## config.mk

```make
export PLATFORM = sky130hd
export DESIGN_NAME = entry_bcd_packer
export DESIGN_NICKNAME = d
export VERILOG_FILES = /design/src/rtl/entry_bcd_packer.sv
export SDC_FILE = /design/constraint.sdc
export NUM_CORES = 1
export LEC_CHECK = 0
export BUFFER_PORTS_ARGS = -buffer_cell sky130_fd_sc_hd__buf_4
export CORE_MARGIN = 5
export CORE_UTILIZATION = 60
export CTS_CLUSTER_DIAMETER = 60
export DETAILED_ROUTE_END_ITERATION = 10
export PLACE_DENSITY = 0.8
export SLEW_MARGIN = 40
export SYNTH_ARGS = -nofsm -noshare
export SYNTH_HDL_FRONTEND = slang
export SYNTH_SLANG_ARGS = --single-unit
```

## constraint.sdc

```tcl
create_clock -name clk -period 4.9 [get_ports clk]
set_input_delay 0.735 -clock clk [delete_from_list [all_inputs] [get_ports clk]]
set_output_delay 0.735 -clock clk [all_outputs]
set_load 0.005 [all_outputs]
```

## src/rtl/entry_bcd_packer.sv

```systemverilog
// Keypad code-entry collector: builds the masked bcdPac_t display packet, the raw code
// and the update/code/timeout strobes for up to six BCD digits.
module entry_bcd_packer #(
    parameter int unsigned MASK_DELAY     = 25_000_000,
    parameter int unsigned TIMEOUT_CYCLES = 250_000_000
) (
    input  logic        clk,
    input  logic        rst,
    input  logic        digit_valid,
    input  logic [3:0]  digit,
    input  logic        backspace,
    input  logic        clear,
    input  logic        mask_en,
    output logic [23:0] bcd_packet,
    output logic        pkt_update,
    output logic [2:0]  digit_count,
    output logic        full,
    output logic [23:0] code_out,
    output logic        code_valid,
    output logic        timeout
);

    localparam int MASK_W = $clog2(MASK_DELAY + 1);
    localparam int TMO_W  = $clog2(TIMEOUT_CYCLES);
    localparam logic [MASK_W-1:0] MASK_LOAD = MASK_W'(MASK_DELAY);
    localparam logic [TMO_W-1:0]  TMO_LAST  = TMO_W'(TIMEOUT_CYCLES - 1);

    typedef enum logic [1:0] {
        ST_IDLE  = 2'd0,
        ST_ENTRY = 2'd1,
        ST_FULL  = 2'd2
    } state_t;

    state_t              state_r, state_s;
    logic [23:0]         raw_r, raw_s;
    logic [2:0]          count_r, count_s;
    logic [MASK_W-1:0]   mask_r, mask_s;
    logic [TMO_W-1:0]    tmo_r, tmo_s;
    logic                code_valid_s, timeout_s;
    logic [23:0]         pkt_s, code_s;
    logic [23:0]         bcd_packet_r, code_out_r;
    logic                pkt_update_r, full_r, code_valid_r, timeout_r;

    // Field i shows blank beyond the count; when masking, only a fresh newest digit stays raw.
    function automatic logic [23:0] map_packet(input logic [23:0] raw, input logic [2:0] cnt,
                                               input logic mask_live, input logic men);
        logic [23:0] pkt;
        pkt = 24'h000000;
        for (int i = 0; i < 6; i++) begin
            if (i >= int'(cnt)) begin
                pkt[i*4 +: 4] = 4'hB;
            end else if (!men || (i == 0 && mask_live)) begin
                pkt[i*4 +: 4] = raw[i*4 +: 4];
            end else begin
                pkt[i*4 +: 4] = 4'hA;
            end
        end
        return pkt;
    endfunction

    function automatic logic [23:0] map_code(input logic [23:0] raw, input logic [2:0] cnt);
        logic [23:0] code;
        code = 24'h000000;
        for (int i = 0; i < 6; i++) begin
            if (i < int'(cnt)) begin
                code[i*4 +: 4] = raw[i*4 +: 4];
            end else begin
                code[i*4 +: 4] = 4'h0;
            end
        end
        return code;
    endfunction

    // Next-state: one event per cycle, clear > backspace > digit, then inactivity timing.
    always_comb begin
        state_s      = state_r;
        raw_s        = raw_r;
        count_s      = count_r;
        tmo_s        = tmo_r;
        code_valid_s = 1'b0;
        timeout_s    = 1'b0;
        if (mask_r != {MASK_W{1'b0}}) begin
            mask_s = mask_r - MASK_W'(1);
        end else begin
            mask_s = {MASK_W{1'b0}};
        end

        if (clear) begin
            state_s = ST_IDLE;
            raw_s   = 24'h000000;
            count_s = 3'd0;
            mask_s  = {MASK_W{1'b0}};
            tmo_s   = {TMO_W{1'b0}};
        end else if (backspace) begin
            if (state_r != ST_IDLE) begin
                raw_s   = {4'h0, raw_r[23:4]};
                count_s = count_r - 3'd1;
                mask_s  = {MASK_W{1'b0}};
                tmo_s   = {TMO_W{1'b0}};
                if (count_r == 3'd1) begin
                    state_s = ST_IDLE;
                end else begin
                    state_s = ST_ENTRY;
                end
            end else begin
                tmo_s = {TMO_W{1'b0}};
            end
        end else if (digit_valid && (digit <= 4'd9) && (state_r != ST_FULL)) begin
            raw_s   = {raw_r[19:0], digit};
            count_s = count_r + 3'd1;
            mask_s  = MASK_LOAD;
            tmo_s   = {TMO_W{1'b0}};
            if (count_r == 3'd5) begin
                state_s      = ST_FULL;
                code_valid_s = 1'b1;
            end else begin
                state_s = ST_ENTRY;
            end
        end else if (state_r != ST_IDLE) begin
            if (tmo_r == TMO_LAST) begin
                state_s   = ST_IDLE;
                raw_s     = 24'h000000;
                count_s   = 3'd0;
                mask_s    = {MASK_W{1'b0}};
                tmo_s     = {TMO_W{1'b0}};
                timeout_s = 1'b1;
            end else begin
                tmo_s = tmo_r + TMO_W'(1);
            end
        end else begin
            tmo_s = {TMO_W{1'b0}};
        end
    end

    assign pkt_s  = map_packet(raw_s, count_s, (mask_s != {MASK_W{1'b0}}), mask_en);
    assign code_s = map_code(raw_s, count_s);

    // State and registered outputs; packet compared against its old value for the update strobe.
    always_ff @(posedge clk or negedge rst) begin
        if (!rst) begin
            state_r      <= ST_IDLE;
            raw_r        <= 24'h000000;
            count_r      <= 3'd0;
            mask_r       <= {MASK_W{1'b0}};
            tmo_r        <= {TMO_W{1'b0}};
            bcd_packet_r <= 24'hBBBBBB;
            code_out_r   <= 24'h000000;
            pkt_update_r <= 1'b0;
            full_r       <= 1'b0;
            code_valid_r <= 1'b0;
            timeout_r    <= 1'b0;
        end else begin
            state_r      <= state_s;
            raw_r        <= raw_s;
            count_r      <= count_s;
            mask_r       <= mask_s;
            tmo_r        <= tmo_s;
            bcd_packet_r <= pkt_s;
            code_out_r   <= code_s;
            pkt_update_r <= (pkt_s != bcd_packet_r);
            full_r       <= (state_s == ST_FULL);
            code_valid_r <= code_valid_s;
            timeout_r    <= timeout_s;
        end
    end

    assign bcd_packet  = bcd_packet_r;
    assign pkt_update  = pkt_update_r;
    assign digit_count = count_r;
    assign full        = full_r;
    assign code_out    = code_out_r;
    assign code_valid  = code_valid_r;
    assign timeout     = timeout_r;

endmodule
```

### Word-level counts from Yosys, hierarchy flattened

Cells that the tools add are included.

| word-level totals | value |
|---|---|
| output and inout port bits | 55 |
| bits in read-only memories | 0 |
| register bits | 134 |
| latch bits | 0 |
| logic and storage cells | 100 |
| RAM bits | 0 |
| input port bits | 10 |
| memories | 0 |

| cells by class | value |
|---|---|
| divide/modulo/power cells | 0 |
| reduce and logical (&&, ||, !) cells | 7 |
| muxes and demuxes | 59 |
| shift operators | 0 |
| $add $sub $neg | 4 |
| $mul | 0 |
| magnitude comparators | 13 |
| equality and inequality tests | 6 |
| bitwise operators | 0 |

Operator list:

| operator | number |
|---|---|
| two-way mux 25 bit | 7 |
| two-way mux 24 bit | 6 |
| two-way mux 28 bit | 5 |
| two-way mux 4 bit | 18 |
| nonzero test 25 bit | 2 |
| adder 28 x 1 -> 28 bit, second input constant | 1 |
| == test 28 bit, second input constant | 1 |
| subtractor 25 x 1 -> 25 bit, second input constant | 1 |
| inequality test 24 bit | 1 |
| two-way mux 3 bit | 6 |
| two-way mux 2 bit | 7 |
| two-way mux 1 bit | 10 |
| >= comparator 1 x 3 -> 1 bit, first input constant | 2 |
| >= comparator 2 x 3 -> 1 bit, first input constant | 2 |
| >= comparator 3 bit, first input constant | 2 |
| less-than comparator 1 x 3 -> 1 bit, first input constant | 2 |
| less-than comparator 2 x 3 -> 1 bit, first input constant | 2 |
| less-than comparator 3 bit, first input constant | 2 |
| <= comparator 4 bit, second input constant | 1 |
| adder 3 x 1 -> 3 bit, second input constant | 1 |
| == test 3 x 1 -> 1 bit, second input constant | 1 |
| == test 3 bit, second input constant | 1 |
| subtractor 3 x 1 -> 3 bit, second input constant | 1 |
| == test 2 bit, second input constant | 1 |
| 5 further kinds | 6 |

### Longest topological paths before layout

Gate-level depths: netlist of run 1.

| depth | value |
|---|---|
| depth after elaboration | 12 |
| gate-level depth with buffers | 14 |
| gate-level depth less buffers | 12 |

### Least setup slack after synthesis of run 1

Ideal clock, no wire load.

| timing path | value |
|---|---|
| kind | reg2reg |
| start | register mask_r[0] |
| end | register pkt_update_r (netlist: pkt_update) |
| clock period less this slack | 3.565 ns |
| cell stages (with the launch flop) | 13 |
| arrival | 3.417 ns |
| path buffers | 1 |
| slack | 1.335 ns |
| data required time | 4.752 ns |
| cell sequence | dfrtp_1 > inv_1 > ha_1 > or3b_2 > or4_4 > buf_6 > xor2_2 > and4b_4 > a41oi_2 > nor4_2 > o311ai_0 > a2111oi_2 > nand4_1 |

| between the ends | value |
|---|---|
| longest elaborated chain between the ends | 12 |
| elaborated cells between the ends (all ways) | 14 |
| classes of those cells | add/sub (1); eq/ne (1); mux (9); reduce/logical (3) |

Ends and longest elaborated chain:

| item | line | RTL |
|---|---|---|
| from (decl) | 37 | `logic [MASK_W-1:0] mask_r, mask_s;` |
| from (signal assigned) | 144 | `mask_r <= {MASK_W{1'b0}};` |
| from (signal assigned) | 156 | `mask_r <= mask_s;` |
| subtractor 25 x 1 -> 25 bit or nonzero test 25 bit (tied branches) | 83, 82 |  |
| two-way mux 25 bit (*) | 82 | `if (mask_r != {MASK_W{1'b0}}) begin` |
| two-way mux 25 bit | 120 | `if (tmo_r == TMO_LAST) begin` |
| two-way mux 25 bit | 119 | `end else if (state_r != ST_IDLE) begin` |
| two-way mux 25 bit | 108 | `end else if (digit_valid && (digit <= 4'd9) && (state_r != ST_FULL)) begin` |
| two-way mux 25 bit (*) | 94 | `end else if (backspace) begin` |
| two-way mux 25 bit (*) | 88 | `if (clear) begin` |
| nonzero test 25 bit (*) | 135 | `assign pkt_s = map_packet(raw_s, count_s, (mask_s != {MASK_W{1'b0}}), mask_en);` |
| logical OR 1 bit (*) | 52 | `end else if (!men \|\| (i == 0 && mask_live)) begin` |
| two-way mux 4 bit (*) | 52 |  |
| two-way mux 4 bit (*) | 50 | `if (i >= int'(cnt)) begin` |
| inequality test 24 bit (*) | 160 | `pkt_update_r <= (pkt_s != bcd_packet_r);` |
| to (signal assigned) | 160 |  |
| to (decl) | 42 | `logic pkt_update_r, full_r, code_valid_r, timeout_r;` |

Every way passes the cells marked *; elsewhere a longest branch is shown, timed or not.

### Final worst setup path of run 1

Ends and elaborated chain as after synthesis.

==> impl_metrics.json, run 1 <==
{
  "layout.nets": 836,
  "synth_edf_count": 0,
  "grt_max_degree": 91,
  "cp_common_cell": "nand4_1",
  "path_max_fanout": 14,
  "finClkSkew_ps": 9.28,
  "synth_seq_cells": 134,
  "place_congestion": 0.931,
  "worst-setup-path-type": "reg -> reg",
  "drcViolationCount": 0,
  "fill_cells": 857,
  "cp_slowest_cell": "or4b_2",
  "antenna_left": 0,
  "overflow": 0,
  "die_y_um": 119,
  "area_delta_synth_final_pct": 17.3,
  "synth_most_common_cell": "dfrtp_1",
  "hold_path_class": "in -> async",
  "synth_top_cells_by_count": "116 x dfrtp_1, 96 x nor2_1, 66 x nand2_1",
  "post-cts-setup-buffers": 0,
  "drv_cap": 0,
  "numPortBuffers": 64,
  "antennaDiodeCount": 0,
  "rsz0062_at_grt": "no",
  "clockBufferDepth": 2,
  "crit_required_ps": 5180,
  "yosysWarnings": 0,
  "fin_crit_ps": 4010,
  "initial_core_util_pct": 61.8,
  "endpoint_kind": "flip-flop",
  "die-area_um2": 14200,
  "synth_top_area_cell": "dfrtp_1",
  "synth_flop_cell": "dfrtp_1",
  "worstMarginPinSlew_ps": 731,
  "numCtsBuffers": 17,
  "path_cells": "inv_1 > ha_1 > or4b_2 > nor4_1 > nand2b_1 > nand4_1 > buf_4 > a21oi_1 > nor4_2 > o311ai_0 > a2111oi_2 > nand4_1",
  "die_w_um": 119,
  "routed_wl_um": 20200,
  "critPathMaxStageDelay_ps": 610,
  "grt_antenna_before_repair": 0,
  "cp.arrival_ps": 4290,
  "cp_top_family": "simple AND/OR/NAND/NOR gates",
  "synth_cell_types": 81,
  "drt-initial-drc-count": 747,
  "hold_viol": 0,
  "max_freq_mhz": 249,
  "min_period_over_period_pct": 81.8,
  "p_leak_nw": 3.76,
  "synth_area_leaders": "dfrtp_1 41%, dfstp_2 6.6%, nor2_1 5.0%",
  "wl_per_cell_um": 20.7,
  "grt_usage_pct": 29.4,
  "seq_area_frac_synth_pct": 47.2,
  "cts_tree": "done",
  "path_buf_inv": 2,
  "clkTransAtPathRegs_ps": 60,
  "ctsResizeCount": 0,
  "syn_avg_cell_area_um2": 9.30,
  "netlist.area_leader.share_pct": 40.6,
  "setup_tns_ps": 0,
  "holdWs_ps": 338,
  "setup_viol": 0,
  "syn_nets": 785,
  "coreArea_um2": 11600,
  "num_rows": 39,
  "peakVddDrop_v": 0.000276,
  "viasPerCell": 6.53,
  "netlist_area_um2": 7150,
  "cp-start-kind": "flip-flop",
  "slew_headroom_pct": 51.3,
  "status": "completed",
  "root_buffer": "clkbuf_16",
  "slew_violations": 0,
  "async_flop_share_pct": 100,
  "first_pass_iters": 6,
  "drive_above_1_share_pct": 17.5,
  "netlist_instances": 769,
  "grt_pass1_wl_um": 33200,
  "top_level_ports": 65,
  "place_hpwl_um": 13900,
  "vias": 6376,
  "clkSinkCount": 134,
  "pwr_density_cell_nw_per_um2": 472,
  "ctsHoldBuffers": 0,
  "cts_max_level": 4,
  "grt_pass1_vias": 6306,
  "worstSkewPairLatency_ps": 430
}
[metrics by stage]
step	instance area [um2]	util, %	instances	setup slack (ps)	power, mW
3_5_place_dp	7720	66.7	943	765	2.51
6_report	8380	72.5	976	889	3.96
2_1_floorplan	7150	-	769	1340	2.23
5_1_grt	8380	72.5	976	642	4.14
4_1_cts	8370	72.4	975	961	3.93
3_3_place_gp	7720	66.7	943	875	2.48
[sequential cells by signal, indices dropped and copies added (netlist names)]
signal,cells
timeout,1
full,1
pkt_update,1
raw_r,24
mask_r,25
state_r,2
tmo_r,28
code_out,24
digit_count,3
code_valid,1
bcd_packet,24
[logic make-up after synthesis]
logic type               count (synthesis)  share of synthesized area, %
AND/OR/NAND/NOR                        302                          21.0
AO/OA/AOI/OAI                          177                          17.9
flip-flops                             134                          47.2
buffers and inverters                   87                          4.80
XOR/XNOR                                54                          6.72
multiplexers                             9                          1.31
adder cells (fa/ha/maj)                  6                          1.05
[worst reg2reg max path, stage by stage, from the launching register on]
cell and delay (ps):
dfrtp_1 440, inv_1 120, ha_1 160, or4b_2 610, nor4_1 330, nand2b_1 320, nand4_1 200, buf_4 230
a21oi_1 90, nor4_2 590, o311ai_0 300, a2111oi_2 340, nand4_1 130
[worst paths after layout]
kind | startpoint | end | slack, ps | depth (start not counted)
worst max-delay path | mask_r[0]$_DFF_PN0_ | pkt_update$_DFF_PN0_ | 890 | 12
worst min-delay path | rst | tmo_r[9]$_DFF_PN0_ | 340 | 1
worst max register to register | mask_r[0]$_DFF_PN0_ | pkt_update$_DFF_PN0_ | 890 | 12
worst min register to register | tmo_r[0]$_DFF_PN0_ | tmo_r[0]$_DFF_PN0_ | 490 | 1
max in group asynchronous | rst | code_out[21]$_DFF_PN0_ | 3480 | 2
min in group clk | tmo_r[0]$_DFF_PN0_ | tmo_r[0]$_DFF_PN0_ | 490 | 1
[per-layer routing]
| metal | vias up | global-route usage [%] | wire, um |
|---|---|---|---|
| met4 | 0 | 14.4 | 895 |
| met5 | - | 0 | 0 |
| met2 | 366 | 46.5 | 9510 |
| li1 | 2879 | - | - |
| met1 | 3060 | 38.3 | 8080 |
| met3 | 71 | 6.78 | 1700 |
[power by group]
part,internal (mW),switching (mW)
logic,0.462,0.657
clock network,0.932,0.489
registers,1.24,0.175
[placed cells by master (no fill, tap or decap), drive strengths merged, types with 6 or more instances in the layout]
cell	synthesis	layout
clkbuf	32	23
a21o	7	7
a31oi	14	14
xnor2	28	28
dfstp	18	18
buf	13	75
ha	6	6
a211oi	7	7
inv	42	43
and3	17	17
o21ai	24	24
nor4	13	13
nor3	22	22
nand2	66	66
nand3	24	24
a221o	10	10
nor2b	6	6
o211ai	10	10
a21oi	43	43
nand4	14	14
mux2i	6	6
dfrtp	116	116
or3	8	8
nor2	96	96
xor2	26	26
[cell type report]
class	instances	area, um2	share of cell area (%)
multi-input combinational	548	3430	40.9
sequential	134	3380	40.3
timing repair buffer	77	582	6.94
clock buffer	21	460	5.49
clock inverter	11	196	2.34
tap	143	179	2.13
inverter	42	158	1.88
Power figures use the tool's default switching activity.
==> run 2, diff against run 1 <==
CORE_UTILIZATION = 54   (was 60)
PLACE_DENSITY = 0.76   (was 0.8)
clock period = 3.35 ns   (was 4.9 ns; I/O delays follow)
==> impl_metrics.json, run 2 (same netlist as run 1, synthesis figures left out) <==
{
  "finClkSkew_ps": 7.84,
  "num_rows": 42,
  "drv_cap": 0,
  "min_period_over_period_pct": 101,
  "grt_antenna_before_repair": 0,
  "drt-initial-drc-count": 719,
  "clock_power_share_pct": 30.4,
  "cts_tree": "done",
  "layout_commonest_cell": "buf_4",
  "setup_ws_ps": -41.9,
  "clockBufferDepth": 2,
  "endpoint_kind": "flip-flop",
  "ff2ff_path_depth": 12,
  "top_layer": "met4",
  "place_inst": 1051,
  "fin_area_um2": 9060,
  "max_freq_mhz": 295,
  "layout.nets": 913,
  "crit_required_ps": 3640,
  "cts_max_level": 4,
  "root_buffer": "clkbuf_16",
  "drive_above_1_share_pct": 26.0,
  "pre_cts_slack_ps": -208,
  "peakVddDrop_v": 0.000352,
  "setup_viol": 1,
  "grt_pass1_wl_um": 34500,
  "p_seq_share_pct": 33.5,
  "path_cells": "inv_2 > ha_4 > or3b_4 > or4_4 > xor2_2 > and4b_4 > a41oi_4 > nor4_4 > buf_4 > mux2i_1 > o221a_2 > nand4_1",
  "startpoint": "mask_r[0]$_DFF_PN0_",
  "cp_slowest_cell": "or4_4",
  "first_pass_iters": 6,
  "slew_violations": 0,
  "overflow": 0,
  "vias": 6693,
  "antennaDiodeCount": 0,
  "violations": "setup timing",
  "holdWs_ps": 18.9,
  "largest_register": "tmo_r",
  "cp.arrival_ps": 3680,
  "grt_usage_pct": 27.6,
  "p_leak_nw": 4.11,
  "worst-setup-path-type": "reg -> reg",
  "top_level_ports": 65,
  "place_hpwl_um": 15500,
  "worstSkewPairLatency_ps": 430,
  "postLayoutCoreUtil_pct": 69.3,
  "p_sw_share_pct": 34.7,
  "numCtsBuffers": 17,
  "dpl_cell_area_um2": 8350,
  "fin_cells": 1086,
  "dr_wl_met2_um": 10600,
  "largest_reg_flops": 28,
  "hold_path_class": "in -> async",
  "total_power_mw": 6.01,
  "grt_max_degree": 57,
  "pwr_density_cell_nw_per_um2": 663,
  "hold_viol": 0,
  "clkSinkCount": 134,
  "worstMarginPinSlew_ps": 612,
  "rsz0062_at_grt": "yes",
  "p_sw_mw": 2.09,
  "coreArea_um2": 13100,
  "r2r_end": "pkt_update$_DFF_PN0_",
  "regToRegSetupSlack_ps": -40,
  "status": "finished with violations",
  "viasPerCell": 6.16,
  "cp-start-kind": "flip-flop",
  "slew_headroom_pct": 59.2,
  "comb_power_share_pct": 36.1,
  "die_y_um": 125,
  "grt_pass1_vias": 6611,
  "largestRegisters": "tmo_r (28), mask_r (25)",
  "intPower_mw": 3.93,
  "wl_per_cell_um": 19.9,
  "wl_met1_um": 8470,
  "path_max_fanout": 6,
  "routed_wl_um": 21600,
  "die_w_um": 125,
  "drcViolationCount": 0,
  "clkTransAtPathRegs_ps": 60,
  "area_delta_synth_final_pct": 26.8,
  "reg2reg_from": "mask_r[0]$_DFF_PN0_",
  "die-area_um2": 15600,
  "fill_cells": 1029,
  "critPathMaxStageDelay_ps": 550,
  "final_cell_mix": "152 x buf_4, 116 x dfrtp_1, 96 x nor2_1, 66 x nand2_1, 43 x a21oi_1",
  "numPortBuffers": 64,
  "place_congestion": 0.993,
  "setup_tns_ps": -41.9,
  "fin_crit_ps": 3390,
  "met3_length_um": 1510,
  "antenna_left": 0,
  "initial_core_util_pct": 54.6
}
## run 2: layout make-up
class	count	area, um2	share of cell area [%]
multi-input cells	548	3570	39.4
repair buffers	154	1170	12.9
inverters	42	158	1.74
well taps	176	220	2.43
clock inverters	9	103	1.13
clock buffers	23	468	5.16
flip-flops and latches	134	3380	37.2
## run 2: worst max-delay path by stage
stage | endpoint | depth (start not counted) | slack, ps
after floorplan | pkt_update$_DFF_PN0_ | 11 | 10
after global placement | pkt_update$_DFF_PN0_ | 11 | -120
after detailed placement | pkt_update$_DFF_PN0_ | 13 | -210
after CTS | pkt_update$_DFF_PN0_ | 13 | 2
after global routing | pkt_update$_DFF_PN0_ | 12 | -180
final | pkt_update$_DFF_PN0_ | 12 | -40
## run 2: layer usage
layer,GRT usage [%],up-vias
li1,-,3021
met1,34.9,3240
met2,45.7,358
met3,5.80,74
met4,12.8,0
met5,0,-
## run 2: critical path: cells and delay by family (launching register included)
family / cells / cell delay, ps
xor+xnor: 1 / 180
compound gates: 2 / 350
mux: 1 / 180
fa+ha+maj: 1 / 140
flops: 1 / 420
simple gates: 5 / 1680
buf+inv: 2 / 310
## run 2: repair_timing
action                                  in CTS  in global routing
pin swaps                                    1                  6
hold buffers                                 0                  0
endpoints found under the setup margin       1                  1
buffers inserted                             0                  3
gates resized for setup                      4                 18
## run 2: power groups by stage
stage,clock (mW),sequential (mW),combinational (mW)
CTS,1.84,2.01,2.03
global placement,0,2.03,1.97
global route,1.93,2.04,2.36
finish,1.83,2.02,2.17
detailed placement,0,2.03,1.98
floorplan,0,2.00,1.30
==> run 3, diff against run 2 <==
ABC_AREA = 1   (was unset)
CORE_UTILIZATION = 52   (was 54)
PLACE_DENSITY = 0.74   (was 0.76)
==> impl_metrics.json, run 3 <==
{
  "numPortBuffers": 64,
  "holdWs_ps": 124,
  "numCtsBuffers": 17,
  "die_w_um": 131,
  "status": "completed",
  "grt_pass1_wl_um": 30800,
  "grt_max_degree": 81,
  "top_level_ports": 65,
  "largestRegisters": "tmo_r (28), mask_r (25)",
  "clkSinkCount": 134,
  "antenna_left": 0,
  "path_cells": "ha_1 > nand4_2 > nor2_4 > nand4_4 > nand2_2 > o21bai_1 > nand2_1 > nand3_1 > nand2_1 > nand3_1 > nor2_1 > nand3_1 > nor2_1 > nand3_1",
  "place_hpwl_um": 13500,
  "rsz0062_at_grt": "no",
  "clkTransAtPathRegs_ps": 50,
  "setup_ws_ps": 396,
  "endpoint_kind": "flip-flop",
  "r2r_end": "pkt_update$_DFF_PN0_",
  "netlist_area_um2": 7570,
  "wl_per_cell_um": 14.5,
  "worstSkewPairLatency_ps": 420,
  "routed_wl_um": 18700,
  "cts_max_level": 4,
  "synth_top_cells_by_count": "208 x nand2_1, 174 x inv_1, 141 x nor2_1",
  "post-cts-setup-buffers": 0,
  "area_delta_synth_final_pct": 16.9,
  "cp_slowest_cell": "dfrtp_1",
  "ff2ff_path_depth": 14,
  "syn_nets": 1035,
  "synth_area_leaders": "dfrtp_1 38%, nand2_1 10%, inv_1 8.6%",
  "clockBufferDepth": 2,
  "synth_edf_count": 0,
  "peakVddDrop_v": 0.000302,
  "ctsResizeCount": 0,
  "first_pass_iters": 5,
  "synth_most_common_cell": "nand2_1",
  "fill_cells": 1294,
  "antennaDiodeCount": 0,
  "largest_reg_flops": 28,
  "cp.arrival_ps": 3250,
  "die-area_um2": 17100,
  "synth_top_area_cell": "dfrtp_1",
  "grt_pass1_vias": 6331,
  "slew_headroom_pct": 55.9,
  "vias": 6718,
  "critPathMaxStageDelay_ps": 390,
  "reg2reg_from": "tmo_r[0]$_DFF_PN0_",
  "min_period_over_period_pct": 88.2,
  "die_y_um": 131,
  "synth_cell_types": 42,
  "finClkSkew_ps": 5.16,
  "drt-initial-drc-count": 582,
  "hold_viol": 0,
  "cp_common_cell": "nand3_1",
  "drv_cap": 0,
  "largest_register": "tmo_r",
  "postLayoutCoreUtil_pct": 61.4,
  "cts_tree": "done",
  "fin_area_um2": 8850,
  "worst-setup-path-type": "reg -> reg",
  "drcViolationCount": 0,
  "drive_above_1_share_pct": 17.6,
  "crit_required_ps": 3650,
  "setup_viol": 0,
  "worstMarginPinSlew_ps": 661,
  "layout.nets": 1106,
  "slew_violations": 0,
  "hold_path_class": "in -> async",
  "coreArea_um2": 14400,
  "synth_flop_cell": "dfrtp_1",
  "async_flop_share_pct": 100,
  "seq_area_frac_synth_pct": 44.6,
  "root_buffer": "clkbuf_16",
  "pre_cts_slack_ps": 411,
  "netlist.area_leader.share_pct": 38.3,
  "dpl_cell_area_um2": 8270,
  "final_cell_mix": "208 x nand2_1, 174 x inv_1, 141 x nor2_1, 116 x dfrtp_1, 79 x nand3_1",
  "place_congestion": 0.896,
  "netlist_instances": 1019,
  "grt_usage_pct": 23.0,
  "pwr_density_cell_nw_per_um2": 624,
  "cp-start-kind": "flip-flop",
  "setup_tns_ps": 0,
  "viasPerCell": 5.22,
  "num_rows": 44,
  "max_freq_mhz": 338,
  "grt_antenna_before_repair": 0,
  "syn_avg_cell_area_um2": 7.43,
  "regToRegSetupSlack_ps": 400,
  "synth_seq_cells": 134,
  "initial_core_util_pct": 52.5,
  "p_leak_nw": 4.65,
  "path_max_fanout": 16,
  "fin_crit_ps": 2950,
  "overflow": 0,
  "yosysWarnings": 0,
  "ctsHoldBuffers": 0,
  "layout_commonest_cell": "nand2_1"
}
-- run 3: worst max path at each step --
stage | start | slack [ps] | to
after floorplan | digit_valid | 1120 | pkt_update$_DFF_PN0_
after global placement | digit[1] | 490 | pkt_update$_DFF_PN0_
after detailed placement | digit[1] | 410 | pkt_update$_DFF_PN0_
after CTS | tmo_r[0]$_DFF_PN0_ | 400 | pkt_update$_DFF_PN0_
after global routing | tmo_r[0]$_DFF_PN0_ | 60 | pkt_update$_DFF_PN0_
final | tmo_r[0]$_DFF_PN0_ | 400 | pkt_update$_DFF_PN0_
-- run 3: cell families after synthesis --
| group | Yosys count | share of synthesized area, % |
|---|---|---|
| XOR/XNOR | 17 | 1.97 |
| AO/OA/AOI/OAI | 131 | 9.53 |
| AND/OR/NAND/NOR | 523 | 32.4 |
| adder cells (fa/ha/maj) | 6 | 0.991 |
| flip-flops | 134 | 44.6 |
| buffers and inverters | 208 | 10.6 |
-- run 3: cell type report --
cell class	instances	area (um2)	area share, %
well taps	184	230	2.60
repair buffers	73	567	6.40
clock buffers	24	482	5.44
flip-flops and latches	134	3380	38.1
clock inverters	8	97.6	1.10
inverters	187	702	7.93
multi-input cells	677	3400	38.4
-- run 3: where the power goes --
part	switching (mW)	internal (mW)	leakage, nW
registers	0.147	1.79	1.77
logic	1.20	0.571	2.61
clock network	0.667	1.15	0.276
total	2.01	3.51	4.65
-- run 3: critical path: cells and delay by family, from the launching register on --
| family | cells | cell delay, ps |
|---|---|---|
| and+or+nand+nor | 12 | 2100 |
| DFF | 1 | 390 |
| adders and majority gates | 1 | 240 |
| AOI/OAI and AO/OA | 1 | 120 |
-- run 3: stage by stage --
| step | total power [mW] | cells |
|---|---|---|
| floorplan | 3.23 | 1019 |
| global placement | 3.68 | 1255 |
| detailed placement | 3.71 | 1255 |
| CTS | 5.55 | 1287 |
| global route | 5.88 | 1287 |
| finish | 5.53 | 1287 |
-- run 3: metal layers --
layer | track usage [%] | vias to the layer above | routed length, um
met5 | 0 | - | 0
met4 | 8.83 | 0 | 492
met3 | 5.16 | 41 | 1060
met2 | 36.3 | 228 | 8800
met1 | 31.2 | 3114 | 8310
li1 | - | 3335 | -
